### config.mk
export PLATFORM = sky130hd
export DESIGN_NAME = control_sequencer_flat
export DESIGN_NICKNAME = d
export VERILOG_FILES = /design/src/rtl/control_sequencer_if.sv /design/src/rtl/control_sequencer.sv /design/src/flat_wrapper.sv
export SDC_FILE = /design/constraint.sdc
export NUM_CORES = 1
export LEC_CHECK = 0
export ABC_AREA = 0
export CAP_MARGIN = 15
export CORE_ASPECT_RATIO = 0.75
export CORE_UTILIZATION = 42
export CTS_BUF_LIST = sky130_fd_sc_hd__clkbuf_4 sky130_fd_sc_hd__clkbuf_8
export CTS_CLUSTER_SIZE = 25
export DETAILED_ROUTE_END_ITERATION = 10
export GPL_ROUTABILITY_DRIVEN = 0
export GPL_TIMING_DRIVEN = 0
export PLACE_DENSITY = 0.88
export RECOVER_POWER = 100
export SLEW_MARGIN = 20
export SYNTH_ARGS = -nofsm -noshare
export SYNTH_HDL_FRONTEND = slang
export SYNTH_SLANG_ARGS = --single-unit
### constraint.sdc
create_clock -name Clock -period 4.5 [get_ports Clock]
set_input_delay 0.45 -clock Clock [delete_from_list [all_inputs] [get_ports Clock]]
set_output_delay 0.45 -clock Clock [all_outputs]
set_load 0.1 [all_outputs]
### src/rtl/control_sequencer_if.sv
// Signal bundle between the control sequencer and the 32-bit bus datapath.
// The master side is the sequencer: it reads IR/CON_FF/Stop and drives every strobe.
interface control_sequencer_if;
  logic [31:0] IR;
  logic        CON_FF;
  logic        Stop;
  logic        PCout, ZLowout, ZHighout, MDRout, HIout, LOout, InPortout, Cout, BAout;
  logic        MAR_enable, PC_enable, IR_enable, MDR_enable, Y_enable, ZLowIn, ZHighIn;
  logic        HI_enable, LO_enable, CON_enable, OutPort_enable;
  logic        MDR_read, RAM_write, IncPC;
  logic        Gra, Grb, Grc, R_in, R_out;
  logic [4:0]  ALU_op;
  logic        Run;
  logic [3:0]  state_dbg;

  modport master (
    input  IR, CON_FF, Stop,
    output PCout, ZLowout, ZHighout, MDRout, HIout, LOout, InPortout, Cout, BAout,
    output MAR_enable, PC_enable, IR_enable, MDR_enable, Y_enable, ZLowIn, ZHighIn,
    output HI_enable, LO_enable, CON_enable, OutPort_enable,
    output MDR_read, RAM_write, IncPC,
    output Gra, Grb, Grc, R_in, R_out,
    output ALU_op, Run, state_dbg
  );

  modport slave (
    output IR, CON_FF, Stop,
    input  PCout, ZLowout, ZHighout, MDRout, HIout, LOout, InPortout, Cout, BAout,
    input  MAR_enable, PC_enable, IR_enable, MDR_enable, Y_enable, ZLowIn, ZHighIn,
    input  HI_enable, LO_enable, CON_enable, OutPort_enable,
    input  MDR_read, RAM_write, IncPC,
    input  Gra, Grb, Grc, R_in, R_out,
    input  ALU_op, Run, state_dbg
  );
endinterface

### src/rtl/control_sequencer.sv
// Hardwired control unit: fetch T0-T2, opcode-selected execute T3-T7, Moore strobe decode.
// IR is read directly during execute, since it is only loaded at the end of T2.
module control_sequencer #(
  parameter logic [4:0] ADD_OP = 5'b00011,
  parameter logic [4:0] NOP_OP = 5'b11001
) (
  input logic Clock,
  input logic Clear,
  control_sequencer_if.master bus
);
  typedef enum logic [3:0] {
    S_RESET, S_T0, S_T1, S_T2, S_T3, S_T4, S_T5, S_T6, S_T7, S_HALTED
  } state_t;

  typedef enum logic [3:0] {
    C_ALU3, C_ADDI, C_LDI, C_MULDIV, C_LD, C_ST, C_BRCC,
    C_JR, C_MFHI, C_MFLO, C_IN, C_OUT, C_NOP, C_HALT
  } op_class_t;

  state_t      state;
  logic [4:0]  opcode;
  op_class_t   cls;

  assign opcode = bus.IR[31:27];

  always_comb begin
    cls = C_NOP;
    case (opcode)
      5'b00000: cls = C_LD;
      5'b00001: cls = C_LDI;
      5'b00010: cls = C_ST;
      5'b00011, 5'b00100, 5'b01001, 5'b01010: cls = C_ALU3;
      5'b01011: cls = C_ADDI;
      5'b01110, 5'b01111: cls = C_MULDIV;
      5'b10010: cls = C_BRCC;
      5'b10011: cls = C_JR;
      5'b10101: cls = C_IN;
      5'b10110: cls = C_OUT;
      5'b10111: cls = C_MFHI;
      5'b11000: cls = C_MFLO;
      5'b11010: cls = C_HALT;
      NOP_OP:   cls = C_NOP;
      default:  cls = C_NOP;
    endcase
  end

  function automatic state_t last_state(input op_class_t c);
    case (c)
      C_ALU3, C_ADDI, C_LDI: return S_T5;
      C_MULDIV, C_BRCC:      return S_T6;
      C_LD, C_ST:            return S_T7;
      default:               return S_T3;
    endcase
  endfunction

  always_ff @(posedge Clock) begin
    if (!Clear) begin
      state <= S_RESET;
    end else begin
      case (state)
        S_RESET: state <= S_T0;
        S_T0:    state <= S_T1;
        S_T1:    state <= S_T2;
        S_T2:    state <= S_T3;
        S_T3, S_T4, S_T5, S_T6, S_T7: begin
          if (cls == C_HALT)                state <= S_HALTED;
          else if (state == last_state(cls)) state <= bus.Stop ? S_HALTED : S_T0;
          else                               state <= state_t'(state + 4'd1);
        end
        default: state <= S_HALTED;
      endcase
    end
  end

  always_comb begin
    bus.PCout = 1'b0; bus.ZLowout = 1'b0; bus.ZHighout = 1'b0; bus.MDRout = 1'b0;
    bus.HIout = 1'b0; bus.LOout = 1'b0; bus.InPortout = 1'b0; bus.Cout = 1'b0;
    bus.BAout = 1'b0; bus.MAR_enable = 1'b0; bus.PC_enable = 1'b0; bus.IR_enable = 1'b0;
    bus.MDR_enable = 1'b0; bus.Y_enable = 1'b0; bus.ZLowIn = 1'b0; bus.ZHighIn = 1'b0;
    bus.HI_enable = 1'b0; bus.LO_enable = 1'b0; bus.CON_enable = 1'b0;
    bus.OutPort_enable = 1'b0; bus.MDR_read = 1'b0; bus.RAM_write = 1'b0; bus.IncPC = 1'b0;
    bus.Gra = 1'b0; bus.Grb = 1'b0; bus.Grc = 1'b0; bus.R_in = 1'b0; bus.R_out = 1'b0;
    bus.ALU_op = 5'd0;
    case (state)
      S_T0: begin bus.PCout = 1'b1; bus.MAR_enable = 1'b1; bus.IncPC = 1'b1; bus.ZLowIn = 1'b1; end
      S_T1: begin bus.ZLowout = 1'b1; bus.PC_enable = 1'b1; bus.MDR_read = 1'b1; bus.MDR_enable = 1'b1; end
      S_T2: begin bus.MDRout = 1'b1; bus.IR_enable = 1'b1; end
      S_T3: begin
        case (cls)
          C_ALU3, C_ADDI: begin bus.Grb = 1'b1; bus.R_out = 1'b1; bus.Y_enable = 1'b1; end
          C_LDI, C_LD, C_ST: begin bus.Grb = 1'b1; bus.BAout = 1'b1; bus.Y_enable = 1'b1; end
          C_MULDIV: begin bus.Gra = 1'b1; bus.R_out = 1'b1; bus.Y_enable = 1'b1; end
          C_BRCC:   begin bus.Gra = 1'b1; bus.R_out = 1'b1; bus.CON_enable = 1'b1; end
          C_JR:     begin bus.Gra = 1'b1; bus.R_out = 1'b1; bus.PC_enable = 1'b1; end
          C_MFHI:   begin bus.Gra = 1'b1; bus.R_in = 1'b1; bus.HIout = 1'b1; end
          C_MFLO:   begin bus.Gra = 1'b1; bus.R_in = 1'b1; bus.LOout = 1'b1; end
          C_IN:     begin bus.Gra = 1'b1; bus.R_in = 1'b1; bus.InPortout = 1'b1; end
          C_OUT:    begin bus.Gra = 1'b1; bus.R_out = 1'b1; bus.OutPort_enable = 1'b1; end
          default: ;
        endcase
      end
      S_T4: begin
        case (cls)
          C_ALU3: begin bus.Grc = 1'b1; bus.R_out = 1'b1; bus.ZLowIn = 1'b1; bus.ALU_op = opcode; end
          C_ADDI, C_LDI, C_LD, C_ST: begin bus.Cout = 1'b1; bus.ZLowIn = 1'b1; bus.ALU_op = ADD_OP; end
          C_MULDIV: begin
            bus.Grb = 1'b1; bus.R_out = 1'b1; bus.ZLowIn = 1'b1; bus.ZHighIn = 1'b1;
            bus.ALU_op = opcode;
          end
          C_BRCC: begin bus.PCout = 1'b1; bus.Y_enable = 1'b1; end
          default: ;
        endcase
      end
      S_T5: begin
        case (cls)
          C_ALU3, C_ADDI, C_LDI: begin bus.ZLowout = 1'b1; bus.Gra = 1'b1; bus.R_in = 1'b1; end
          C_MULDIV: begin bus.ZLowout = 1'b1; bus.LO_enable = 1'b1; end
          C_LD, C_ST: begin bus.ZLowout = 1'b1; bus.MAR_enable = 1'b1; end
          C_BRCC: begin bus.Cout = 1'b1; bus.ZLowIn = 1'b1; bus.ALU_op = ADD_OP; end
          default: ;
        endcase
      end
      S_T6: begin
        case (cls)
          C_MULDIV: begin bus.ZHighout = 1'b1; bus.HI_enable = 1'b1; end
          C_LD:     begin bus.MDR_read = 1'b1; bus.MDR_enable = 1'b1; end
          C_ST:     begin bus.Gra = 1'b1; bus.R_out = 1'b1; bus.MDR_enable = 1'b1; end
          // Branch taken only when the condition flag holds during the write-back cycle.
          C_BRCC:   begin bus.ZLowout = 1'b1; bus.PC_enable = bus.CON_FF; end
          default: ;
        endcase
      end
      S_T7: begin
        case (cls)
          C_LD: begin bus.MDRout = 1'b1; bus.Gra = 1'b1; bus.R_in = 1'b1; end
          C_ST: bus.RAM_write = 1'b1;
          default: ;
        endcase
      end
      default: ;
    endcase
  end

  assign bus.Run       = (state >= S_T0) && (state <= S_T7);
  assign bus.state_dbg = state;
endmodule

### src/flat_wrapper.sv
// flat-port wrapper written by rule: the top's interface ports become plain ports
module control_sequencer_flat 
#(
  parameter logic [4:0] ADD_OP = 5'b00011,
  parameter logic [4:0] NOP_OP = 5'b11001
)
  (Clock, Clear, bus_IR, bus_CON_FF, bus_Stop, bus_PCout, bus_ZLowout, bus_ZHighout, bus_MDRout, bus_HIout, bus_LOout, bus_InPortout, bus_Cout, bus_BAout, bus_MAR_enable, bus_PC_enable, bus_IR_enable, bus_MDR_enable, bus_Y_enable, bus_ZLowIn, bus_ZHighIn, bus_HI_enable, bus_LO_enable, bus_CON_enable, bus_OutPort_enable, bus_MDR_read, bus_RAM_write, bus_IncPC, bus_Gra, bus_Grb, bus_Grc, bus_R_in, bus_R_out, bus_ALU_op, bus_Run, bus_state_dbg);
  control_sequencer_if bus_i ();
  input logic Clock;
  input logic Clear;
  input wire logic [$bits(bus_i.IR)-1:0] bus_IR;
  input wire logic [$bits(bus_i.CON_FF)-1:0] bus_CON_FF;
  input wire logic [$bits(bus_i.Stop)-1:0] bus_Stop;
  output wire logic [$bits(bus_i.PCout)-1:0] bus_PCout;
  output wire logic [$bits(bus_i.ZLowout)-1:0] bus_ZLowout;
  output wire logic [$bits(bus_i.ZHighout)-1:0] bus_ZHighout;
  output wire logic [$bits(bus_i.MDRout)-1:0] bus_MDRout;
  output wire logic [$bits(bus_i.HIout)-1:0] bus_HIout;
  output wire logic [$bits(bus_i.LOout)-1:0] bus_LOout;
  output wire logic [$bits(bus_i.InPortout)-1:0] bus_InPortout;
  output wire logic [$bits(bus_i.Cout)-1:0] bus_Cout;
  output wire logic [$bits(bus_i.BAout)-1:0] bus_BAout;
  output wire logic [$bits(bus_i.MAR_enable)-1:0] bus_MAR_enable;
  output wire logic [$bits(bus_i.PC_enable)-1:0] bus_PC_enable;
  output wire logic [$bits(bus_i.IR_enable)-1:0] bus_IR_enable;
  output wire logic [$bits(bus_i.MDR_enable)-1:0] bus_MDR_enable;
  output wire logic [$bits(bus_i.Y_enable)-1:0] bus_Y_enable;
  output wire logic [$bits(bus_i.ZLowIn)-1:0] bus_ZLowIn;
  output wire logic [$bits(bus_i.ZHighIn)-1:0] bus_ZHighIn;
  output wire logic [$bits(bus_i.HI_enable)-1:0] bus_HI_enable;
  output wire logic [$bits(bus_i.LO_enable)-1:0] bus_LO_enable;
  output wire logic [$bits(bus_i.CON_enable)-1:0] bus_CON_enable;
  output wire logic [$bits(bus_i.OutPort_enable)-1:0] bus_OutPort_enable;
  output wire logic [$bits(bus_i.MDR_read)-1:0] bus_MDR_read;
  output wire logic [$bits(bus_i.RAM_write)-1:0] bus_RAM_write;
  output wire logic [$bits(bus_i.IncPC)-1:0] bus_IncPC;
  output wire logic [$bits(bus_i.Gra)-1:0] bus_Gra;
  output wire logic [$bits(bus_i.Grb)-1:0] bus_Grb;
  output wire logic [$bits(bus_i.Grc)-1:0] bus_Grc;
  output wire logic [$bits(bus_i.R_in)-1:0] bus_R_in;
  output wire logic [$bits(bus_i.R_out)-1:0] bus_R_out;
  output wire logic [$bits(bus_i.ALU_op)-1:0] bus_ALU_op;
  output wire logic [$bits(bus_i.Run)-1:0] bus_Run;
  output wire logic [$bits(bus_i.state_dbg)-1:0] bus_state_dbg;
  assign bus_i.IR = bus_IR;
  assign bus_i.CON_FF = bus_CON_FF;
  assign bus_i.Stop = bus_Stop;
  assign bus_PCout = bus_i.PCout;
  assign bus_ZLowout = bus_i.ZLowout;
  assign bus_ZHighout = bus_i.ZHighout;
  assign bus_MDRout = bus_i.MDRout;
  assign bus_HIout = bus_i.HIout;
  assign bus_LOout = bus_i.LOout;
  assign bus_InPortout = bus_i.InPortout;
  assign bus_Cout = bus_i.Cout;
  assign bus_BAout = bus_i.BAout;
  assign bus_MAR_enable = bus_i.MAR_enable;
  assign bus_PC_enable = bus_i.PC_enable;
  assign bus_IR_enable = bus_i.IR_enable;
  assign bus_MDR_enable = bus_i.MDR_enable;
  assign bus_Y_enable = bus_i.Y_enable;
  assign bus_ZLowIn = bus_i.ZLowIn;
  assign bus_ZHighIn = bus_i.ZHighIn;
  assign bus_HI_enable = bus_i.HI_enable;
  assign bus_LO_enable = bus_i.LO_enable;
  assign bus_CON_enable = bus_i.CON_enable;
  assign bus_OutPort_enable = bus_i.OutPort_enable;
  assign bus_MDR_read = bus_i.MDR_read;
  assign bus_RAM_write = bus_i.RAM_write;
  assign bus_IncPC = bus_i.IncPC;
  assign bus_Gra = bus_i.Gra;
  assign bus_Grb = bus_i.Grb;
  assign bus_Grc = bus_i.Grc;
  assign bus_R_in = bus_i.R_in;
  assign bus_R_out = bus_i.R_out;
  assign bus_ALU_op = bus_i.ALU_op;
  assign bus_Run = bus_i.Run;
  assign bus_state_dbg = bus_i.state_dbg;
  control_sequencer #(.ADD_OP(ADD_OP), .NOP_OP(NOP_OP)) u_core (.Clock(Clock), .Clear(Clear), .bus(bus_i));
endmodule
==> impl_metrics.env, run 1 <==
export IMPL_grt_pass1_wl_um=6730
export IMPL_grt_pass1_vias=1435
export IMPL_hold_path_end="u_core.bus.state_dbg[0]"
export IMPL_rows=16
export IMPL_synth_edf_count=0
export IMPL_hold_buffers=0
export IMPL_dr_wl_met3_um=490
export IMPL_dp_hpwl_um=3190
export IMPL_pwr_share_seq_pct=7.2
export IMPL_crit_family="buffers and inverters"
export IMPL_cp_max_fo=10
export IMPL_io_pins=74
export IMPL_grt_max_degree=11
export IMPL_layout_drive_gt1_share_pct=12.2
export IMPL_drt_iter0_markers=175
export IMPL_num_antenna_cells=0
export IMPL_reg2reg_to="u_core.bus.state_dbg[2]"
export IMPL_startpoint_type="primary input"
export IMPL_r2r_setup_slack_ps=2120
export IMPL_path_clk_slew_ps=30
export IMPL_cts_buffers=3
export IMPL_crit_arrival_ps=3920
export IMPL_instances_no_fill=282
export IMPL_highest_layer="met4"
export IMPL_power_density_mw_per_mm2=568
export IMPL_wire_per_inst_um=14.5
export IMPL_power_mw=0.958
export IMPL_antenna_found_initial=0
export IMPL_cpPeakStageDelay_ps=1240
export IMPL_synth_area_mm2=0.00124
export IMPL_comb_power_share_pct=85.0
export IMPL_wl_met2_um=1660
export IMPL_post_route_util_pct=62.5
export IMPL_yosys_register_bits=4
export IMPL_cp_num_buf_inv=4
export IMPL_synthFlopType="dfxtp_1"
export IMPL_h_tree_depth=1
export IMPL_antenna_left=0
export IMPL_syn_num_nets=244
export IMPL_p_int_mw=0.269
export IMPL_reg2reg_from="u_core.bus.state_dbg[0]"
export IMPL_numPortBuffers=45
export IMPL_pwr_share_clk_pct=7.8
export IMPL_vias_per_cell=5.94
export IMPL_critPathCaptureType="primary output"
export IMPL_critPathKind="primary input to primary output"
export IMPL_avgSynthCellArea_um2=6.28
export IMPL_p_leak_nw=0.740
export IMPL_finalHoldViolCount=0
export IMPL_grt_usage_pct=26.9
export IMPL_worstHoldPathCells=1
export IMPL_finalNetCount=294
export IMPL_ys_types=51
export IMPL_skew_ps=1.55
export IMPL_swShare_pct=71.9
export IMPL_finalMaxSlewViolations=0
export IMPL_relSlewSlack_pct=20.4
export IMPL_fin_setup_tns_ps=0
export IMPL_overflow=0
export IMPL_synth_cells=198
export IMPL_ir_drop_mv=0.389
export IMPL_die_h_um=49.1
export IMPL_met1_length_um=1880
export IMPL_clkSinkCount=4
export IMPL_hp_start="u_core.bus.state_dbg[0]"
export IMPL_nFillCells=270
export IMPL_largest_reg_flops=4
export IMPL_synthArstFlopShare_pct=0
export IMPL_cts_buffer_depth=2
export IMPL_cts_tree="built"
export IMPL_setup_viol=0
export IMPL_rsz0062_at_grt="false"
export IMPL_syn2layout_area_growth_pct=35.7
export IMPL_cp_slowest_cell="dlygate4sd3_1"
export IMPL_initial_core_util_pct=46.0
export IMPL_tightest_slew_ps=1200
export IMPL_synth_seq_area_share_pct=6.44
export IMPL_wirelength_um=4080
export IMPL_dr_pass1_iters=5
export IMPL_max_cap_violations=0
export IMPL_min_period_ps=4370
export IMPL_drc=0
export IMPL_switchingPower_mw=0.689
export IMPL_ff2ff_path_depth=10
export IMPL_dp_cells=279
export IMPL_synth_warnings=0
export IMPL_clk_latency_ps=220
export IMPL_vias=1676
export IMPL_clockRootBuffer="clkbuf_8"
export IMPL_cp_cell_sequence="clkdlybuf4s50_1 -> inv_1 -> ha_1 -> nor2_1 -> o21a_1 -> o32a_1 -> clkbuf_1 -> nor4_2 -> dlygate4sd3_1"
export IMPL_hp_class="flop to flop"
export IMPL_status="finished, final reports clean"
export IMPL_period_share_pct=97.0
export IMPL_critPathRequiredTime_ps=4050
export IMPL_die_w_um=64.8
export IMPL_die_area_mm2=0.00319
export IMPL_fmax_mhz=229
export IMPL_core_mm2=0.00270
[power by group through the flow]
stage	registers, mW	clock network [mW]	logic, mW
2_1_floorplan	0.145	0	0.582
3_3_place_gp	0.0692	0	0.835
3_5_place_dp	0.0687	0	0.841
4_1_cts	0.0686	0.0771	0.830
5_1_grt	0.0713	0.0812	0.857
6_report	0.0692	0.0749	0.814
[worst register-to-register path, delay by kind of cell, from the launching register on]
family,cells,cell delay [ps]
fa+ha+maj,1,210
simple gates,3,470
flops,1,510
compound gates,4,700
buf+inv,2,360
[timing repair]
action / 4_1_cts / 5_1_grt
gates resized for setup: 20 / 32
buffers inserted: 0 / 0
setup endpoints to repair: 13 / 22
endpoints found under the hold margin: 0 / 0
[synth_stat cells (2+ instances only)]
cell type  instances  share of area, %
o311a_1            2               1.6
a21boi_0           2               1.2
xor2_1             2               1.4
nand3b_1           2               1.2
nor3b_1            2               1.2
nor2b_1            6               3.0
buf_4              3               1.8
inv_1             10               3.0
and3_1             2               1.0
dfxtp_1            4               6.4
o31a_1             2               1.4
buf_2              2              0.80
clkbuf_1           9               2.7
mux2i_1            2               1.6
a21o_1             2               1.2
o21ai_0           13               5.2
nand4_1            3               1.5
nand2b_1           3               1.5
a32oi_1            3               2.1
a31oi_1            3               1.5
nand3_1            8               3.2
a21boi_1           2               1.2
nor4_1             2               1.0
buf_6              2               1.8
nand2_1           33                10
ha_1              10                10
o22ai_1            3               1.5
a21oi_1            6               2.4
nor2_1            24               7.2
and2_1             2               1.0
o21ai_1            4               1.6
nor3_1             6               2.4
[logic make-up after synthesis]
family	after synthesis	share of synthesized area (%)
AND/OR/NAND/NOR	98	37.9
AO/OA/AOI/OAI	53	30.5
buffers and inverters	26	10.2
adder cells (fa/ha/maj)	10	10.1
flip-flops	4	6.44
XOR/XNOR	3	2.11
multiplexers	3	2.52
other	1	0.302
[routing by layer]
layer | vias to the layer above | GRT usage [%]
li1 | 803 | -
met5 | - | 0
met1 | 748 | 41.7
met3 | 7 | 3.27
met4 | 0 | 9.26
met2 | 118 | 36.8
[cell usage in the layout, fill, tap and decap left out, drive strengths merged, types with 4 or more instances in the layout]
cell           netlist  routed
nand2               33      33
clkbuf               9      33
nor2                24      24
o21ai               17      17
dlygate4sd3          0      13
inv                 10      10
ha                  10      10
clkdlybuf4s50        0       9
nand3                8       8
nor2b                6       6
nor3                 6       6
a21oi                6       6
buf                  7       6
dfxtp                4       4
a21boi               4       4
[per-stage QoR]
| stage | setup slack (ps) | hold slack (ps) | cell area (um^2) |
|---|---|---|---|
| after floorplan | -284 | 569 | 1260 |
| after global placement | -278 | 650 | 1750 |
| after detailed placement | -295 | 675 | 1750 |
| after CTS | 4.13 | 684 | 1780 |
| after global routing | 9.51 | 750 | 1690 |
| final | 135 | 696 | 1690 |
[final cells by class]
type                    instances  area, um^2  share of cell area (%)
multi-input cells             168        1060                    62.6
repair buffers                 45         339                    20.1
plain buffers                  16        87.6                    5.19
flip-flops and latches          4        80.1                    4.74
well taps                      36        45.0                    2.67
clock buffers                   3        41.3                    2.45
inverters                      10        37.5                    2.22
[worst max path at each step]
stage,end,startpoint,depth (start not counted)
2_1_floorplan,bus_ALU_op[0],u_core.bus.state_dbg[0],7
3_3_place_gp,bus_ALU_op[0],bus_IR[28],11
3_5_place_dp,bus_ALU_op[0],bus_IR[28],11
4_1_cts,bus_RAM_write,bus_IR[28],10
5_1_grt,bus_PCout,bus_IR[28],11
6_report,bus_CON_enable,bus_IR[28],9
Note: power is estimated with default switching activity, not from simulation.
==> inputs of run 2 (changes only) <==
HOLD_SLACK_MARGIN = 0.15   (was unset)
==> results of run 2 <==
The final DEF is identical to that of run 1; final timing and power are the same.
